### config.mk
export PLATFORM = sky130hd
export DESIGN_NAME = retire_ctrl
export DESIGN_NICKNAME = d
export VERILOG_FILES = /design/src/rtl/retire_ctrl_pkg.sv /design/src/rtl/retire_select.sv /design/src/rtl/retire_ctrl.sv
export SDC_FILE = /design/constraint.sdc
export NUM_CORES = 1
export LEC_CHECK = 0
export ABC_CLOCK_PERIOD_IN_PS = 1900
export BUFFER_PORTS_ARGS = -buffer_cell sky130_fd_sc_hd__buf_2
export CELL_PAD_IN_SITES_DETAIL_PLACEMENT = 1
export CELL_PAD_IN_SITES_GLOBAL_PLACEMENT = 2
export CORE_MARGIN = 5
export CORE_UTILIZATION = 15
export DETAILED_ROUTE_END_ITERATION = 7
export PLACE_DENSITY = 0.85
export SYNTH_ARGS = -nofsm -noshare
export SYNTH_HDL_FRONTEND = slang
export SYNTH_SLANG_ARGS = --single-unit
### constraint.sdc
create_clock -name clock -period 1.9 [get_ports clock]
set_input_delay 0.38 -clock clock [delete_from_list [all_inputs] [get_ports clock]]
set_output_delay 0.38 -clock clock [all_outputs]
set_load 0.01 [all_outputs]
### src/rtl/retire_ctrl_pkg.sv
// rtl/retire_ctrl_pkg.sv - shared widths, ROB entry packet and retirement state enum
package retire_ctrl_pkg;

   localparam int PR   = 6;
   localparam int XLEN = 32;
   localparam int ROB  = 32;

   typedef enum logic [1:0] {
      RUN     = 2'd0,
      RECOVER = 2'd1,
      HALTED  = 2'd2
   } RETIRE_STATE;

   typedef struct packed {
      logic            valid;
      logic            completed;
      logic            halt;
      logic            precise_state_need;
      logic [4:0]      arch_reg;
      logic [PR-1:0]   Told;
      logic [PR-1:0]   Tnew;
      logic [XLEN-1:0] target_pc;
   } ROB_ENTRY_PACKET;

   function automatic logic [1:0] popcount3(input logic [2:0] v);
      return {1'b0, v[2]} + {1'b0, v[1]} + {1'b0, v[0]};
   endfunction

endpackage

### src/rtl/retire_select.sv
// rtl/retire_select.sv - in-order commit prefix with halt/recovery boundary detection
module retire_select (
   input  logic       enable_i,
   input  logic [2:0] valid_i,
   input  logic [2:0] completed_i,
   input  logic [2:0] halt_i,
   input  logic [2:0] psn_i,
   output logic [2:0] retire_mask_o,
   output logic [2:0] recover_way_o,
   output logic [2:0] halt_way_o
);

   logic open;

   // Walk oldest (way 2) to youngest; 'open' closes on a stall or a boundary.
   always_comb begin
      retire_mask_o = '0;
      recover_way_o = '0;
      halt_way_o    = '0;
      open          = enable_i;
      for (int i = 2; i >= 0; i--) begin
         if (open && valid_i[i] && completed_i[i]) begin
            retire_mask_o[i] = 1'b1;
            if (halt_i[i]) begin
               halt_way_o[i] = 1'b1;
               open          = 1'b0;
            end else if (psn_i[i]) begin
               recover_way_o[i] = 1'b1;
               open             = 1'b0;
            end
         end else begin
            open = 1'b0;
         end
      end
   end

endmodule

### src/rtl/retire_ctrl.sv
// rtl/retire_ctrl.sv - retirement controller: commit select, recovery/halt FSM, map/free outputs
// Optional statistics counters are enabled by defining RETIRE_STATS_EN.
module retire_ctrl
   import retire_ctrl_pkg::*;
#(
   parameter int RECOVER_CYCLES = 2
) (
   input  logic                      clock,
   input  logic                      reset,
   input  ROB_ENTRY_PACKET [2:0]     rob_head_entry,
   input  logic                      retire_hold,
   output logic [2:0]                retire_mask,
   output logic [2:0]                free_valid,
   output logic [2:0][PR-1:0]        free_preg,
   output logic [2:0]                map_we,
   output logic [2:0][4:0]           map_arch,
   output logic [2:0][PR-1:0]        map_preg,
   output logic                      BPRecoverEN,
   output logic [XLEN-1:0]           recover_pc,
`ifdef RETIRE_STATS_EN
   output logic [31:0]               retired_count,
   output logic [15:0]               recover_count,
`endif
   output logic                      halted
);

   RETIRE_STATE     state_q, state_d;
   logic [3:0]      cnt_q, cnt_d;
   logic            bp_q, bp_d;
   logic [XLEN-1:0] pc_q, pc_d;

   logic [2:0]      valid_v, completed_v, halt_v, psn_v;
   logic [2:0]      recover_way, halt_way;
   logic [XLEN-1:0] sel_pc;
   logic            sel_enable;

   always_comb begin
      for (int i = 0; i < 3; i++) begin
         valid_v[i]     = rob_head_entry[i].valid;
         completed_v[i] = rob_head_entry[i].completed;
         halt_v[i]      = rob_head_entry[i].halt;
         psn_v[i]       = rob_head_entry[i].precise_state_need;
      end
   end

   assign sel_enable = (state_q == RUN) && !retire_hold && !reset;

   retire_select u_select (
      .enable_i      (sel_enable),
      .valid_i       (valid_v),
      .completed_i   (completed_v),
      .halt_i        (halt_v),
      .psn_i         (psn_v),
      .retire_mask_o (retire_mask),
      .recover_way_o (recover_way),
      .halt_way_o    (halt_way)
   );

   always_comb begin
      free_valid = '0;
      free_preg  = '0;
      map_we     = '0;
      map_arch   = '0;
      map_preg   = '0;
      sel_pc     = '0;
      for (int i = 0; i < 3; i++) begin
         if (retire_mask[i] && rob_head_entry[i].arch_reg != 5'd0) begin
            free_valid[i] = 1'b1;
            free_preg[i]  = rob_head_entry[i].Told;
            map_we[i]     = 1'b1;
            map_arch[i]   = rob_head_entry[i].arch_reg;
            map_preg[i]   = rob_head_entry[i].Tnew;
         end
         if (recover_way[i]) begin
            sel_pc = rob_head_entry[i].target_pc;
         end
      end
   end

   // recover_way is only ever set in RUN, so halt_way taking priority here is
   // equivalent to "halt wins" on a single entry carrying both flags.
   always_comb begin
      state_d = state_q;
      cnt_d   = cnt_q;
      bp_d    = 1'b0;
      pc_d    = pc_q;
      case (state_q)
         RUN: begin
            if (|halt_way) begin
               state_d = HALTED;
            end else if (|recover_way) begin
               state_d = RECOVER;
               cnt_d   = 4'(RECOVER_CYCLES);
               bp_d    = 1'b1;
               pc_d    = sel_pc;
            end
         end
         RECOVER: begin
            cnt_d = cnt_q - 4'd1;
            if (cnt_q <= 4'd1) begin
               state_d = RUN;
               cnt_d   = '0;
            end
         end
         HALTED: begin
            state_d = HALTED;
         end
         default: begin
            state_d = RUN;
            cnt_d   = '0;
         end
      endcase
   end

   always_ff @(posedge clock) begin
      if (reset) begin
         state_q <= RUN;
         cnt_q   <= '0;
         bp_q    <= 1'b0;
         pc_q    <= '0;
      end else begin
         state_q <= state_d;
         cnt_q   <= cnt_d;
         bp_q    <= bp_d;
         pc_q    <= pc_d;
      end
   end

   assign BPRecoverEN = bp_q;
   assign recover_pc  = pc_q;
   assign halted      = (state_q == HALTED);

`ifdef RETIRE_STATS_EN
   logic [31:0] retired_count_q;
   logic [15:0] recover_count_q;

   always_ff @(posedge clock) begin
      if (reset) begin
         retired_count_q <= '0;
         recover_count_q <= '0;
      end else begin
         retired_count_q <= retired_count_q + 32'(popcount3(retire_mask));
         recover_count_q <= recover_count_q + 16'(bp_q);
      end
   end

   assign retired_count = retired_count_q;
   assign recover_count = recover_count_q;
`endif

endmodule

==> impl_metrics.json, run 1 <==
{
  "r2r_cells": 7,
  "timing.hold.worst.class": "in -> reg",
  "crit_cells": 6,
  "via_count": 3500,
  "synth_flop_cell": "dfxtp_1",
  "complex_gate_fraction_of_the_synthesized_area": 0.341,
  "relSlewSlack": 0.720,
  "cts_tree": "built",
  "power.share.clock": 0.427,
  "initial_utilization": 0.153,
  "fin_crit_ns": 2.15,
  "cts.sinks": 39,
  "timing.critical_path.slowest_stage_cell": "or3_4",
  "cap_viol_max_count": 0,
  "final_cell_mix": "buf_2 (205), buf_6 (61), and2_4 (41)",
  "timing.rr.start": "state_q[1]$_SDFFE_PP0P_",
  "route.detailed.drc": 0,
  "power_switching_mw": 0.592,
  "min_from": "rob_head_entry[11]",
  "detail_route.wirelength_mm": 15.2,
  "syn2layout_area_growth_pct": 106,
  "grt_antenna_before_repair": 1,
  "slew_violations": 0,
  "power_per_cell_area_mw_per_mm2": 459,
  "synth.net_count": 447,
  "finalCritPeriodShare": 1.13,
  "synth-simple-area-share": 0.257,
  "post_synth_xor_area_fraction": 0,
  "r2r_slack_ns": -0.03,
  "drive_above_1_share": 0.660,
  "async_flop_share": 0,
  "wl_per_cell_um": 19.3,
  "cp_slowest_stage_delay_ns": 0.38,
  "groute.usage.overall": 0.146,
  "buffer_ports.inserted": 255,
  "synth.cell_area_mm2": 0.00244,
  "final.fill_count": 1902,
  "yosys.cell_types.count": 42,
  "die-area_mm2": 0.0189,
  "mux_share_of_post_synthesis_cell_area": 0,
  "setup_violations": 73,
  "grt_overflow_total": 0,
  "ios": 256,
  "crit_required_ns": 1.52,
  "status": "finished, violations left",
  "postRouteAntennaNets": 0,
  "global_route_wire_length_before_repair_mm": 21.3,
  "netlist_instances": 283,
  "final_nets": 731,
  "root_buffer": "clkbuf_16",
  "die_height_um": 138,
  "cts.path.max_buffers": 2,
  "worst_ir_drop_vdd_uv": 300,
  "critPathArrivalTime_ns": 1.77,
  "viasPerCell": 4.46,
  "final_area_mm2": 0.00502,
  "cp_num_buf_inv": 2,
  "placementRows": 46,
  "critPathMaxFanout": 7,
  "detail_route.iter0.violations": 79,
  "proportion_of_power_drawn_by_combinational_gates": 0.206,
  "holdPathStages": 2,
  "clkSlewWorstSetupHoldPaths_ns": 0.06,
  "grt_max_degree": 21,
  "synth_edf_count": 0,
  "timing.critical_path.from_type": "flip-flop",
  "ys_ff_latch": 39,
  "failed_checks": "setup timing",
  "synth-seq-area-share": 0.320,
  "critical_path_class": "reg -> out",
  "grt_pass1_vias": 3871,
  "intPower_mw": 1.71,
  "mostFrequentLayoutCell": "buf_2",
  "worstMarginPinSlew_ns": 0.417,
  "yosys.area_share.adder": 0.0103,
  "finalWeightedCongestion": 0.771,
  "critical-path-top-delay-family": "simple AND/OR/NAND/NOR gates",
  "proportion_of_power_drawn_by_flip_flops_and_latches": 0.367,
  "setup-tns-final_ns": -10.87,
  "setup_ws_ns": -0.255,
  "drtPass1Iterations": 4,
  "die_width_um": 138,
  "htree_num_levels": 2,
  "clock_insertion_delay_worst_skew_ns": 0.28,
  "worst_setup_path_end_kind": "output port",
  "core_area_mm2": 0.0159,
  "timing.clock.skew_ns": 0.00650,
  "detailedPlacementHpwl_mm": 12.0,
  "regToRegEndpoint": "recover_pc[21]$_SDFFE_PP0P_",
  "finalHoldViolations": 0,
  "cts_hold_repair.buffers": 0,
  "sw_frac_of_total": 0.257,
  "dpl-instance-area_mm2": 0.00414,
  "hold-path-endpoint": "recover_pc[11]$_SDFFE_PP0P_",
  "numCtsBuffers": 5,
  "ordered_list_of_cells_on_the_worst_path": "nand4bb_4, or3_4, a21oi_4, buf_6, and2_1, buf_2",
  "total_leakage_power_nw": 2.41,
  "fmaxAchievable_ghz": 0.464,
  "grt_setup_unrepaired": "yes",
  "synth_top_family_by_area": "compound AO/OA/AOI/OAI gates",
  "yosysWarningCount": 0,
  "syn-mean-instance-area_um2": 8.62
}
==> power by group through the flow <==
| stage | combinational (mW) | sequential, mW | clock (mW) |
|---|---|---|---|
| floorplan | 0.134 | 0.869 | 0 |
| global placement | 0.412 | 0.861 | 0 |
| detailed placement | 0.423 | 0.862 | 0 |
| CTS | 0.446 | 0.844 | 1.02 |
| global route | 0.515 | 0.846 | 1.05 |
| finish | 0.473 | 0.844 | 0.983 |
==> layout make-up <==
cell class                 count  area, um^2  area share
tap                          216         270      0.0539
multi-input combinational    209        1700       0.339
clock inverter                 3        43.8     0.00873
sequential                    39         782       0.156
clock buffer                   5         125      0.0249
antenna                        1        2.50    0.000499
inverter                       5        22.5     0.00449
timing repair buffer         307        2070       0.413
==> metal layers <==
metal,global-route usage,share of wire
met5,0,0
met4,0.0421,0.022
met3,0.0416,0.088
met2,0.282,0.53
met1,0.151,0.36
==> worst max-delay path by stage <==
stage                                        from       endpoint  slack, ns
after floorplan                       retire_hold  free_preg[12]      -0.01
final                     state_q[1]$_SDFFE_PP0P_   map_preg[16]      -0.25
after detailed placement              retire_hold   map_preg[16]      -0.27
after global routing      state_q[1]$_SDFFE_PP0P_   map_preg[16]      -0.33
after CTS                 state_q[1]$_SDFFE_PP0P_   map_preg[16]      -0.26
after global placement                retire_hold   map_preg[16]      -0.24
==> logic make-up after synthesis <==
group	after synthesis
buffers and inverters	37
AND/OR/NAND/NOR	103
flip-flops	39
adder cells (fa/ha/maj)	2
AO/OA/AOI/OAI	102
==> synth_stat cells, types with 2 or more instances <==
library cell | instances | area [um^2]
o31ai_1 | 2 | 15.0
a32oi_1 | 15 | 131
o21a_1 | 2 | 15.0
or3_1 | 3 | 18.8
buf_2 | 4 | 20.0
buf_6 | 2 | 22.5
and3_1 | 2 | 12.5
a32o_1 | 17 | 170
buf_4 | 4 | 30.0
and3b_1 | 2 | 17.5
nor2b_1 | 5 | 31.3
o311ai_0 | 2 | 17.5
or4_1 | 2 | 15.0
and2_1 | 51 | 319
a221o_1 | 15 | 150
a21oi_1 | 23 | 115
nor3_1 | 6 | 30.0
a211oi_1 | 2 | 15.0
o2bb2ai_1 | 17 | 149
inv_1 | 5 | 18.8
nor2_1 | 19 | 71.3
nor4_1 | 2 | 12.5
dfxtp_1 | 39 | 781
ha_1 | 2 | 25.0
o21ai_0 | 2 | 10.0
clkbuf_1 | 22 | 82.6
==> metrics by stage <==
step                utilization  total power [mW]  hold slack (ns)  worst slack, ns  std cells
finish                    0.315              2.30            0.313           -0.255        785
global route              0.315              2.41            0.304           -0.327        785
CTS                       0.296              2.31            0.304           -0.262        775
detailed placement        0.260              1.28            0.443           -0.266        758
global placement          0.260              1.27            0.438           -0.239        758
floorplan                     -              1.00            0.493         -0.00962        283
==> state kept, by name, summed over array words and instances (netlist names) <==
name	count
recover_pc	32
cnt_q	4
state_q	2
BPRecoverEN	1
==> timing repair <==
action                                  4_1_cts  5_1_grt
pin swaps                                    37       12
gates cloned                                  2        1
buffers inserted                              7        8
endpoints found under the setup margin       58       93
resized for setup                            76       54
No activity file was read; power rests on OpenSTA's default activity.
==> inputs of run 2 (changes only) <==
- RECOVER_POWER: unset -> 100
==> run 2 against run 1 <==
Net effect:
- the flow still finishes with violations (setup timing)
- count of clock-buffer cells in the layout unchanged
- core utilization down 0.27 points
- sequential power barely moved
- routed wire length is 0.23% lower
- combinational power down 0.8%
- critical path depth is the same
- maximum frequency barely moved
- register-to-register slack barely moved
==> impl_metrics.json, run 2 (synthesized netlist as in run 1, its figures left out) <==
{
  "status": "finished, violations left",
  "failed_checks": "setup timing",
  "crit_required_ns": 1.52,
  "grt_pass1_vias": 3871,
  "cts_tree": "built",
  "postRouteAntennaNets": 0,
  "ios": 256,
  "power.share.clock": 0.428,
  "cp_num_buf_inv": 2,
  "wl_per_cell_um": 19.3,
  "timing.critical_path.from_type": "flip-flop",
  "regToRegEndpoint": "recover_pc[21]$_SDFFE_PP0P_",
  "timing.hold.worst.class": "in -> reg",
  "grt_setup_unrepaired": "yes",
  "holdPathStages": 2,
  "power_per_cell_area_mw_per_mm2": 462,
  "via_count": 3499,
  "critPathMaxFanout": 7,
  "relSlewSlack": 0.721,
  "final.fill_count": 1907,
  "fin_cells": 785,
  "fmaxAchievable_ghz": 0.464,
  "buffer_ports.inserted": 255,
  "global_route_wire_length_before_repair_mm": 21.3,
  "grt_overflow_total": 0,
  "total_leakage_power_nw": 2.26,
  "setup_violations": 73,
  "worst_setup_path_end_kind": "output port",
  "viasPerCell": 4.46,
  "timing.critical_path.slowest_stage_cell": "or3_4",
  "timing.rr.start": "state_q[1]$_SDFFE_PP0P_",
  "final-seq-area_um2": 782,
  "cp_slowest_stage_delay_ns": 0.38,
  "cts_hold_repair.buffers": 0,
  "ordered_list_of_cells_on_the_worst_path": "nand4bb_4, or3_4, a21oi_4, buf_6, and2_1, buf_2",
  "detail_route.wirelength_mm": 15.1,
  "slew_violations": 0,
  "initial_utilization": 0.153,
  "htree_num_levels": 2,
  "grt_antenna_before_repair": 1,
  "power_switching_mw": 0.592,
  "place_worst_setup_slack_ns": -0.266,
  "clkSlewWorstSetupHoldPaths_ns": 0.06,
  "cts.sinks": 39,
  "detailedPlacementHpwl_mm": 12.0,
  "setup_ws_ns": -0.255,
  "fin_crit_ns": 2.15,
  "die_height_um": 138,
  "proportion_of_power_drawn_by_combinational_gates": 0.204,
  "detail_route.iter0.violations": 89,
  "core_area_mm2": 0.0159,
  "groute.usage.overall": 0.146,
  "mostFrequentLayoutCell": "buf_2",
  "final_cell_mix": "buf_2 (171), buf_6 (61), and2_4 (41)",
  "grt_max_degree": 21,
  "finalHoldViolations": 0,
  "numPlacedInstances": 758,
  "root_buffer": "clkbuf_16",
  "placementRows": 46,
  "final_nets": 731,
  "sw_frac_of_total": 0.258,
  "critPathArrivalTime_ns": 1.77,
  "multiInputGateArea_mm2": 0.00170,
  "intPower_mw": 1.70,
  "die-area_mm2": 0.0189,
  "clock_insertion_delay_worst_skew_ns": 0.29,
  "critical_path_class": "reg -> out",
  "syn2layout_area_growth_pct": 104,
  "drive_above_1_share": 0.600,
  "worst_ir_drop_vdd_uv": 300,
  "proportion_of_power_drawn_by_flip_flops_and_latches": 0.368,
  "largest_register_ff_count": 32,
  "worstMarginPinSlew_ns": 0.416,
  "finalCritPeriodShare": 1.13,
  "min_from": "rob_head_entry[11]",
  "numCtsBuffers": 5,
  "critical-path-top-delay-family": "simple AND/OR/NAND/NOR gates",
  "cts.path.max_buffers": 2,
  "timing.clock.skew_ns": 0.00692,
  "r2r_slack_ns": -0.03,
  "drtPass1Iterations": 4,
  "cap_viol_max_count": 0,
  "hold-path-endpoint": "recover_pc[11]$_SDFFE_PP0P_",
  "r2r_cells": 7,
  "finalWeightedCongestion": 0.771,
  "die_width_um": 138,
  "route.detailed.drc": 0
}
run 2: cell count changes in the layout (fill, tap and decap cells not counted), sizes merged:
cell    previous run  this run
clkbuf             5        40
buf              307       272
run 2: routing by layer:
metal	wire length (um)	track usage	vias up	part of all wire
met5	0	0	-	0
met4	333	0.0421	0	0.022
met3	1330	0.0416	24	0.088
met2	8040	0.282	187	0.53
met1	5430	0.151	1627	0.36
li1	-	-	1661	-
run 2: repair_timing:
item	CTS	global route
endpoints found under the setup margin	58	93
buffers inserted	7	8
endpoints found under the hold margin	0	0
gates resized for setup	76	54
gates cloned	2	1
pin swaps	37	12
run 2: worst reg2reg max path, stage by stage (launching register included):
cell,delay [ns]
dfxtp_2,0.33
buf_6,0.11
and4bb_2,0.33
buf_4,0.12
a21oi_1,0.06
or3_4,0.38
buf_12,0.16
a221o_1,0.35
run 2: power by group through the flow:
stage	clock network, mW	registers (mW)	logic (mW)
4_1_cts	1.02	0.844	0.446
5_1_grt	1.05	0.846	0.510
3_5_place_dp	0	0.862	0.423
3_3_place_gp	0	0.861	0.412
6_report	0.984	0.844	0.469
2_1_floorplan	0	0.869	0.134
run 2: final cells by class:
class                           instances  share of cell area
Timing Repair Buffer                  307               0.408
Multi-Input combinational cell        209               0.342
Sequential cell                        39               0.157
Tap cell                              216              0.0543
Clock buffer                            5              0.0252
Clock inverter                          3             0.00880
Inverter                                5             0.00453
Antenna cell                            1            0.000503
run 2: worst max-delay path by stage:
stage                                  startpoint            end  cells past startpoint
final                     state_q[1]$_SDFFE_PP0P_   map_preg[16]                      6
after global placement                retire_hold   map_preg[16]                      7
after global routing      state_q[1]$_SDFFE_PP0P_   map_preg[16]                      6
after floorplan                       retire_hold  free_preg[12]                      6
after detailed placement              retire_hold   map_preg[16]                      7
after CTS                 state_q[1]$_SDFFE_PP0P_   map_preg[16]                      6
run 2: metrics by stage:
stage                util  hold slack (ns)  power, mW  TNS (ns)  cell area (um^2)
global route        0.312            0.304       2.41    -16.05              4970
detailed placement  0.260            0.443       1.28    -12.08              4140
CTS                 0.296            0.304       2.31    -11.95              4720
global placement    0.260            0.438       1.27    -10.59              4140
floorplan               -            0.493       1.00   -0.0866              2460
finish              0.312            0.313       2.30    -10.88              4970
